<file path="config.mk">
export PLATFORM = sky130hd
export DESIGN_NAME = mult_share_arbiter
export DESIGN_NICKNAME = d
export VERILOG_FILES = /design/src/rtl/mult_share_arbiter.sv
export SDC_FILE = /design/constraint.sdc
export NUM_CORES = 1
export LEC_CHECK = 0
export CAP_MARGIN = 20
export CORE_MARGIN = 2
export CORE_UTILIZATION = 41
export CTS_CLUSTER_DIAMETER = 200
export DETAILED_ROUTE_END_ITERATION = 10
export PLACE_DENSITY = 0.83
export SYNTH_ARGS = -nofsm -noshare
export SYNTH_HDL_FRONTEND = slang
export SYNTH_SLANG_ARGS = --single-unit
</file>
<file path="constraint.sdc">
create_clock -name clk -period 2.5 [get_ports clk]
set_input_delay 0.25 -clock clk [delete_from_list [all_inputs] [get_ports clk]]
set_output_delay 0.25 -clock clk [all_outputs]
set_load 0.01 [all_outputs]
</file>
<file path="src/rtl/mult_share_arbiter.sv">
// mult_share_arbiter: round-robin sequencer sharing one fixed-latency multiplier among NUM_REQ requesters
module mult_share_arbiter #(
   parameter int WIDTH   = 8,
   parameter int NUM_REQ = 4,
   parameter int IDX_W   = 2,
   parameter int TIMEOUT = 64
) (
   input  logic                       clk,
   input  logic                       rst,
   input  logic [NUM_REQ-1:0]         req,
   input  logic [NUM_REQ*WIDTH-1:0]   req_multiplier,
   input  logic [NUM_REQ*WIDTH-1:0]   req_multiplicand,
   output logic [NUM_REQ-1:0]         grant,
   output logic [NUM_REQ-1:0]         rsp_valid,
   output logic [2*WIDTH-1:0]         rsp_product,
   output logic                       rsp_error,
   output logic [15:0]                rsp_cycles,
   output logic                       busy,
   output logic                       mult_start,
   output logic [WIDTH-1:0]           mult_multiplier,
   output logic [WIDTH-1:0]           mult_multiplicand,
   input  logic [2*WIDTH-1:0]         mult_product,
   input  logic                       mult_done
);
   localparam logic [1:0] IDLE = 2'd0, ISSUE = 2'd1, WAIT = 2'd2, RESP = 2'd3;
   localparam logic [NUM_REQ-1:0] ONE = NUM_REQ'(1);
   logic [1:0]         state_q, state_d;
   logic [IDX_W-1:0]   rr_ptr_q, rr_ptr_d, owner_q, owner_d, win, idx;
   logic [WIDTH-1:0]   mplier_q, mplier_d, mcand_q, mcand_d;
   logic [15:0]        cnt_q, cnt_d, cnt_inc, cyc_q, cyc_d;
   logic [2*WIDTH-1:0] prod_q, prod_d;
   logic               err_q, err_d;
   // descending scan so the candidate closest above rr_ptr is the last one written
   always_comb begin
      win = rr_ptr_q;
      idx = '0;
      for (int i = NUM_REQ - 1; i >= 0; i--) begin
         idx = IDX_W'((int'(rr_ptr_q) + i) % NUM_REQ);
         win = req[idx] ? idx : win;
      end
   end
   always_comb begin
      state_d  = state_q;
      rr_ptr_d = rr_ptr_q;
      owner_d  = owner_q;
      mplier_d = mplier_q;
      mcand_d  = mcand_q;
      cnt_inc  = (cnt_q == 16'hFFFF) ? cnt_q : cnt_q + 16'd1;
      cnt_d    = cnt_q;
      prod_d   = prod_q;
      err_d    = err_q;
      cyc_d    = cyc_q;
      case (state_q)
         IDLE: if (|req) begin
            owner_d  = win;
            mplier_d = req_multiplier[win*WIDTH +: WIDTH];
            mcand_d  = req_multiplicand[win*WIDTH +: WIDTH];
            state_d  = ISSUE;
         end
         ISSUE: begin
            cnt_d   = '0;
            state_d = WAIT;
         end
         WAIT: begin
            cnt_d = cnt_inc;
            if (mult_done) begin
               prod_d  = mult_product;
               err_d   = 1'b0;
               cyc_d   = cnt_inc;
               state_d = RESP;
            end else if (cnt_inc >= 16'(TIMEOUT)) begin
               prod_d  = '0;
               err_d   = 1'b1;
               cyc_d   = 16'(TIMEOUT);
               state_d = RESP;
            end
         end
         default: begin
            rr_ptr_d = (owner_q == IDX_W'(NUM_REQ - 1)) ? '0 : owner_q + 1'b1;
            state_d  = IDLE;
         end
      endcase
   end
   always_ff @(posedge clk) begin
      if (rst) begin
         state_q  <= IDLE;
         rr_ptr_q <= '0;
         owner_q  <= '0;
         mplier_q <= '0;
         mcand_q  <= '0;
         cnt_q    <= '0;
         prod_q   <= '0;
         err_q    <= 1'b0;
         cyc_q    <= '0;
      end else begin
         state_q  <= state_d;
         rr_ptr_q <= rr_ptr_d;
         owner_q  <= owner_d;
         mplier_q <= mplier_d;
         mcand_q  <= mcand_d;
         cnt_q    <= cnt_d;
         prod_q   <= prod_d;
         err_q    <= err_d;
         cyc_q    <= cyc_d;
      end
   end
   assign grant             = (state_q == ISSUE) ? ONE << owner_q : '0;
   assign rsp_valid         = (state_q == RESP) ? ONE << owner_q : '0;
   assign mult_start        = state_q == ISSUE;
   assign busy              = state_q != IDLE;
   assign mult_multiplier   = mplier_q;
   assign mult_multiplicand = mcand_q;
   assign rsp_product       = prod_q;
   assign rsp_error         = err_q;
   assign rsp_cycles        = cyc_q;
endmodule

</file>
==> metrics.md, run 1 <==
| Metric | Value |
|---|---|
| Register area | `0.00144 mm2` |
| Worst Path Buf+Inv | `1` |
| Cts hold-fix bufs | `0` |
| Buffers on Ports | `approximately 150` |
| Max stage delay on crit path | `580 ps` |
| Area post-placement | `0.00582 mm2` |
| Power Density | `approximately 670 mW/mm2` |
| DR WL met3 | `900 um` |
| Share of the synthesized area in the top cell type | `0.353` |
| Place WS | `-104 ps` |
| Cell area after synthesis | `0.00403 mm2` |
| Final setup violation count | `0` |
| Area grow syn2layout | `55.8%` |
| Initial antenna violation count | `0` |
| Die H | `103 um` |
| Syn Inst Count | `472` |
| Die Span X | `103 um` |
| CP cell instances | `nand3_4 > nor3_2 > mux2_2 > or2_4 > o41a_4 > buf_12 > nand3_2 > a21oi_2` |
| Internal | `2.78 mW` |
| Synth warn | `0` |
| Clock transition at the registers of the reported paths | `about 80 ps` |
| Max clock buf depth | `2` |
| FMAX | `400 MHz` |
| P_sw | `1.46 mW` |
| ANT cells | `0` |
| RD Place Congestion | `between 0.9 and 1` |
| DR vias/cell | `5.30` |
| Cell taking the most area after synthesis | `dfxtp_1` |
| Most common cell after layout, fill and taps aside | `clkdlybuf4s50_1` |
| # fillers | `828` |
| Slew HR | `0.481` |
| Avg WL per Cell | `16.1 um` |
| Met2 wire len | `6460 um` |
| Gr usage total | `0.234` |
| Seq pwr share | `0.323` |
| Top Metal Used | `met4` |
| VDD IR max | `0.000381 V` |
| CP delay by family, top | `simple AND/OR/NAND/NOR gates` |
| Worst min-delay path category | `in -> reg` |
| Starting density of the core | `0.418` |
| Post-synth EDFFs | `0` |
| Syn_nets | `569` |
| Final hold slack | `432 ps` |
| Worst setup path class | `reg -> reg` |
| Worst path slowest cell | `o41a_4` |
| FF+latch count, synth | `between 70 and 80` |
| Most frequent cells in the layout | `144 x clkdlybuf4s50_1, 82 x nand2_1, 64 x dfxtp_1, 39 x a21oi_1, 38 x buf_4` |
| LEAKAGE | `2.23 nW` |
| Final period utilization | `1.00` |
| Final setup margin | `0.671 ps` |
| Global-route wire length before repair | `around 19000 um` |
| Comb power frac | `0.409` |
| Slew Viols, Final | `0` |
| Data arrival, critical path | `2700 ps` |
| Worst Setup Start Kind | `flip-flop` |
| Num rows | `36` |
| Worst-skew pair later-pin latency | `about 350 ps` |
| Multi-input gate area | `0.00255 mm2` |
| DR DRC count | `0` |
| Syn_area_per_cell | `8.54 um2` |
| Worst EP required | `2700 ps` |
| Top FF cell, synth | `dfxtp_1` |
| CTS Root Cell | `clkbuf_8` |
| Layout cells sized above 1 | `0.220` |
| # IOs | `146` |
| DIE AREA | `0.0106 mm2` |
| Switching share of total power | `0.344` |
| Clk sinks | `71` |
| Unrepaired setup endpoints after global routing | `true` |
| Detailed-route via count | `4127` |
| Final min period | `2500 ps` |
| Total core area | `0.00964 mm2` |
| Final hold violations | `0` |
| Pin count of the biggest net entering global routing | `39` |
| Remaining antenna violation count after routing | `0` |
| Synth unique cells | `60` |
| Actual slew at the worst max-slew pin | `a little under 800 ps` |
| CP Max Fanout | `8` |
| Clock share of power | `0.268` |
| Setup Skew | `12.5 ps` |
| Ys async rst share | `0` |
| Vias in the first global route | `4170` |
| Initial DRT Pass Iterations | `5` |
| Status | `finished clean` |
| Layout Nets | `738` |
| Final wirelength | `12600 um` |
| Max Cap Violations | `0` |
| Initial DRC count | `119` |
| Post-DP HPWL | `9220 um` |
| CTS tree | `yes` |
| TritonCTS Buffers | `9` |
| Design area | `approximately 0.0063 mm2` |
| H-tree levels | `3` |
| Global route overflow | `0` |
| M1 WL | `about 4900 um` |
| CP Capture Type | `flip-flop` |
| Top post-synthesis cells by area | `dfxtp_1 35%, nand2_1 7.7%, a21oi_1 6.2%` |
| Register area share after synthesis | `0.353` |
[repair_timing]
action,4_1_cts,5_1_grt
endpoints found under the setup margin,33,36
cloned,0,2
pin swaps,3,4
buffers inserted,8,3
gates resized for setup,12,21
endpoints found under the hold margin,0,0
[final timing paths]
check / start / end / slack [ps] / cells after the start
min reg2reg: rsp_product[12]$_SDFFE_PP0P_ / rsp_product[12]$_SDFFE_PP0P_ / 450 / 2
max reg2reg: cnt_q[3]$_SDFFE_PP0P_ / rsp_product[14]$_SDFFE_PP0P_ / 0.7 / 8
max: cnt_q[3]$_SDFFE_PP0P_ / rsp_product[14]$_SDFFE_PP0P_ / 0.7 / 8
min: rst / cnt_q[0]$_SDFFE_PP0P_ / 430 / 2
[synthesized netlist by cell type, types with 3 or more instances]
| cell | n |
|---|---|
| nand2_1 | 83 |
| dfxtp_1 | 71 |
| a21oi_1 | 50 |
| nor2_1 | 29 |
| mux2i_1 | 25 |
| mux2_2 | 17 |
| nand3_2 | 17 |
| clkbuf_1 | 16 |
| o211ai_1 | 16 |
| buf_2 | 11 |
| inv_1 | 11 |
| nand3_1 | 11 |
| and2_1 | 10 |
| ha_1 | 10 |
| nand4_1 | 7 |
| o21ai_0 | 7 |
| nor3_1 | 6 |
| o2bb2ai_1 | 5 |
| xnor2_1 | 5 |
| a22o_1 | 4 |
| nand2b_1 | 4 |
| nor4_1 | 4 |
| xor2_1 | 4 |
| nor2b_1 | 3 |
[power by group through the flow]
stage	combinational [mW]	clock (mW)	sequential (mW)
2_1_floorplan	0.868	0	1.43
3_3_place_gp	1.61	0	1.38
3_5_place_dp	1.66	0	1.39
4_1_cts	1.68	1.15	1.37
5_1_grt	1.89	1.20	1.39
6_report	1.73	1.13	1.37
[cell families (layout without fill, tap and decap cells)]
logic type      Yosys count  after routing  share of synthesized area
simple gates            191            191                      0.255
compound gates          103            103                      0.172
flops                    71             71                      0.353
buf+inv                  44            217                     0.0500
mux                      43             43                      0.115
fa+ha+maj                10             10                     0.0310
xor+xnor                 10             10                     0.0236
[per-stage QoR]
stage / setup TNS, ps / utilization / cells / total power [mW]
2_1_floorplan: -21.2 / - / 472 / 2.30
3_3_place_gp: -2150 / 0.603 / 749 / 2.99
3_5_place_dp: -2300 / 0.604 / 750 / 3.05
4_1_cts: -24.6 / 0.640 / 773 / 4.20
5_1_grt: -1720 / 0.652 / 778 / 4.47
6_report: 0 / 0.652 / 778 / 4.23
[registers in the layout, indices dropped and copies added, names as in the netlist]
| register | count |
|---|---|
| state_q | 2 |
| mult_multiplier | 8 |
| rsp_product | 16 |
| owner_q | 2 |
| rsp_error | 1 |
| rr_ptr_q | 2 |
| cnt_q | 16 |
| rsp_cycles | 16 |
| mult_multiplicand | 8 |
[routing by layer]
| metal | vias to the layer above | track usage |
|---|---|---|
| met5 | - | 0 |
| met1 | 1924 | 0.258 |
| li1 | 2001 | - |
| met2 | 175 | 0.422 |
| met3 | 27 | 0.0692 |
| met4 | 0 | 0.0921 |
[layout make-up]
type                    count  share of cell area
clock buffers              10              0.0219
clock inverters             5              0.0167
inverters                  11             0.00657
multi-input cells         357               0.406
flip-flops and latches     71               0.228
well taps                 133              0.0265
repair buffers            191               0.294
No activity file was read; power rests on OpenSTA's default activity.
==> inputs of run 2 (changes only) <==
--- a/config.mk
+++ b/config.mk
@@ -5,8 +5,6 @@
 export SDC_FILE = /design/constraint.sdc
 export NUM_CORES = 1
 export LEC_CHECK = 0
-export CAP_MARGIN = 20
-export CORE_MARGIN = 2
 export CORE_UTILIZATION = 41
 export CTS_CLUSTER_DIAMETER = 200
 export DETAILED_ROUTE_END_ITERATION = 10
==> run 2 against run 1 <==
  * The flow now finishes with violations (setup timing)
  * Cell area is 1.5% lower
  * Global-route usage is 0.57 points lower
  * Sequential share of layout area is 0.28 points higher
  * Flip-flop and latch count stayed put
  * Worst hold slack worse by 22 ps
  * Combinational power is 3% lower
  * Wire length is 6.4% lower
  * Setup slack worse by 32 ps
  * Clock power is 25% lower
  * Critical endpoint is now rsp_product[4]$_SDFFE_PP0P_
  * Largest power group unchanged
  * Highest routed layer unchanged
==> metrics.md, run 2 (same netlist as run 1, synthesis figures left out) <==
| Metric | Value |
|---|---|
| Internal | `2.51 mW (was 2.78 mW)` |
| Worst-skew pair later-pin latency | `350 ps (about the same)` |
| Pin count of the biggest net entering global routing | `34 (was 39)` |
| Initial DRC count | `156 (was 119)` |
| Data arrival, critical path | `2760 ps (was 2700 ps)` |
| Max clock buf depth | `2 (unchanged)` |
| H-tree levels | `3 (unchanged)` |
| Power Density | `628 mW/mm2 (was 674 mW/mm2)` |
| Setup Skew | `10.9 ps (was 12.5 ps)` |
| Tot Pwr | `3.88 mW (was 4.23 mW)` |
| Cells on Worst Hold Path | `2 (unchanged)` |
| GRT met1 Usage | `0.255 (was 0.258)` |
| Max Cap Violations | `0 (unchanged)` |
| Num rows | `35 (was 36)` |
| CP Max Fanout | `6 (was 8)` |
| Initial DRT Pass Iterations | `4 (was 5)` |
| CP Depth | `9 (was 8)` |
| Worst min-delay path category | `in -> reg (unchanged)` |
| Cts hold-fix bufs | `0 (unchanged)` |
| Die H | `101 um (was 103 um)` |
| DR vias/cell | `5.28 (was 5.30)` |
| Place WS | `-27.6 ps (was -104 ps)` |
| Final min period | `2530 ps (was 2500 ps)` |
| CP Capture Type | `flip-flop (unchanged)` |
| LEAKAGE | `2.21 nW (was 2.23 nW)` |
| CTS tree | `yes (unchanged)` |
| Seq pwr share | `0.350 (was 0.323)` |
| CTS Root Cell | `clkbuf_8 (unchanged)` |
| Met2 Usage GRT | `0.411 (was 0.422)` |
| Unrepaired setup endpoints after global routing | `true (unchanged)` |
| Worst Setup Start Kind | `flip-flop (unchanged)` |
| # IOs | `146 (unchanged)` |
| Remaining antenna violation count after routing | `0 (unchanged)` |
| DR DRC count | `0 (unchanged)` |
| Comb power frac | `0.432 (was 0.409)` |
| Slew Viols, Final | `0 (unchanged)` |
| Most common cell after layout, fill and taps aside | `clkdlybuf4s50_1 (unchanged)` |
| Initial antenna violation count | `0 (unchanged)` |
| Final hold slack | `411 ps (was 432 ps)` |
| Switching share of total power | `0.355 (was 0.344)` |
| Clk sinks | `71 (unchanged)` |
| DIE AREA | `0.0102 mm2 (was 0.0106 mm2)` |
| Vias in the first global route | `4020 (was 4170)` |
| Worst setup path class | `reg -> reg (unchanged)` |
| RD Place Congestion | `0.949 (was 0.912)` |
| Global-route wire length before repair | `18400 um (was 19500 um)` |
| Worst path slowest cell | `o41a_4 (unchanged)` |
| Max stage delay on crit path | `590 ps (was 580 ps)` |
| Final setup violation count | `15 (was 0)` |
| Status | `finished with violations (was finished clean)` |
| Most frequent cells in the layout | `144 x clkdlybuf4s50_1, 83 x nand2_1, 67 x dfxtp_1, 40 x a21oi_1, 39 x buf_4 (was 144 x clkdlybuf4s50_1, 82 x nand2_1, 64 x dfxtp_1, 39 x a21oi_1, 38 x buf_4)` |
| Post-DP HPWL | `9030 um (was 9220 um)` |
| # fillers | `784 (was 828)` |
| Layout cells sized above 1 | `0.201 (was 0.220)` |
| Design area | `0.00619 mm2 (was 0.00628 mm2)` |
| P_sw | `1.38 mW (was 1.46 mW)` |
| Area post-placement | `0.00587 mm2 (was 0.00582 mm2)` |
| FMAX | `395 MHz (was 400 MHz)` |
| Final period utilization | `1.01 (was 1.00)` |
| Met3 usage | `0.0711 (was 0.0692)` |
| Final setup margin | `-31.4 ps (was 0.671 ps)` |
| Worst EP required | `2730 ps (was 2700 ps)` |
| Area grow syn2layout | `53.5% (was 55.8%)` |
| Register-to-Register Path Depth | `9 (was 8)` |
| CP cell instances | `ha_4 > nand4_1 > nor3_2 > mux2_2 > or2_4 > o41a_4 > clkbuf_16 > nand3_2 > a21oi_1 (was nand3_4 > nor3_2 > mux2_2 > or2_4 > o41a_4 > buf_12 > nand3_2 > a21oi_2)` |
| Total core area | `0.00937 mm2 (was 0.00964 mm2)` |
| Actual slew at the worst max-slew pin | `1190 ps (was 772 ps)` |
| Final hold violations | `0 (unchanged)` |
| Busiest layer in global routing | `met2 (unchanged)` |
| Die Span X | `101 um (was 103 um)` |
| Slew HR | `0.202 (was 0.481)` |
| Buffers on Ports | `145 (unchanged)` |
| CP delay by family, top | `simple AND/OR/NAND/NOR gates (unchanged)` |
| Layout Nets | `738 (unchanged)` |
| VDD IR max | `0.000339 V (was 0.000381 V)` |
| Violated checks | `setup timing` |
| Avg WL per Cell | `15.2 um (was 16.1 um)` |
| Detailed-route via count | `4090 (was 4127)` |
| Clock share of power | `0.218 (was 0.268)` |
| Gr usage total | `0.229 (was 0.234)` |
| Clock transition at the registers of the reported paths | `80 ps (about the same)` |
| ANT cells | `0 (unchanged)` |
| Final wirelength | `11800 um (was 12600 um)` |
| Starting density of the core | `0.430 (was 0.418)` |
| Global route overflow | `0 (unchanged)` |
| TritonCTS Buffers | `9 (unchanged)` |
| Worst Path Buf+Inv | `1 (unchanged)` |
[run 2: cell count changes in the layout (fill, tap and decap cells not counted), moves of 2 or more]
cell	previous run	this run
dfxtp_2	5	2
clkbuf_1	0	4
dfxtp_1	64	67
bufinv_16	3	0
clkbuf_16	0	2
[run 2: worst paths after layout]
kind / from / to / slack [ps]
hold reg to reg: mult_multiplicand[3]$_SDFFE_PP0P_ / mult_multiplicand[3]$_SDFFE_PP0P_ / 460
setup reg to reg: cnt_q[1]$_SDFFE_PP0P_ / rsp_product[4]$_SDFFE_PP0P_ / -30
setup / recovery: cnt_q[1]$_SDFFE_PP0P_ / rsp_product[4]$_SDFFE_PP0P_ / -30
hold / removal: rst / cnt_q[14]$_SDFFE_PP0P_ / 410
[run 2: power groups by stage]
stage | Clock [mW] | Combinational (mW) | Sequential, mW
final | 0.847 | 1.68 | 1.36
after floorplan | 0 | 0.868 | 1.43
after global placement | 0 | 1.62 | 1.38
after global routing | 0.916 | 1.84 | 1.38
after detailed placement | 0 | 1.65 | 1.39
after CTS | 0.862 | 1.66 | 1.36
[run 2: layer usage]
metal | share of wire | vias up
li1 | - | 2002
met1 | 0.39 | 1916
met2 | 0.51 | 145
met3 | 0.075 | 27
met4 | 0.023 | 0
met5 | 0 | -
[run 2: what timing repair did]
action | in CTS | in global routing
buffers inserted | 2 | 2
gates cloned | 0 | 1
gates resized for setup | 1 | 20
pin swaps | 1 | 8
setup endpoints to repair | 28 | 35
[run 2: metrics by stage]
stage               cells  utilization  setup TNS (ps)
finish                775        0.660            -241
CTS                   772        0.648               0
global route          775        0.660           -3850
global placement      754        0.626               0
detailed placement    754        0.626            -223
floorplan             472            -           -21.2
[run 2: layout make-up]
type / count / area (um2) / area share
clock inverter: 2 / 13.8 / 0.00222
clock buffer: 14 / 164 / 0.0265
multi-input combinational: 357 / 2520 / 0.407
sequential: 71 / 1430 / 0.231
inverter: 11 / 41.3 / 0.00667
tap: 129 / 161 / 0.0261
timing repair buffer: 191 / 1860 / 0.300
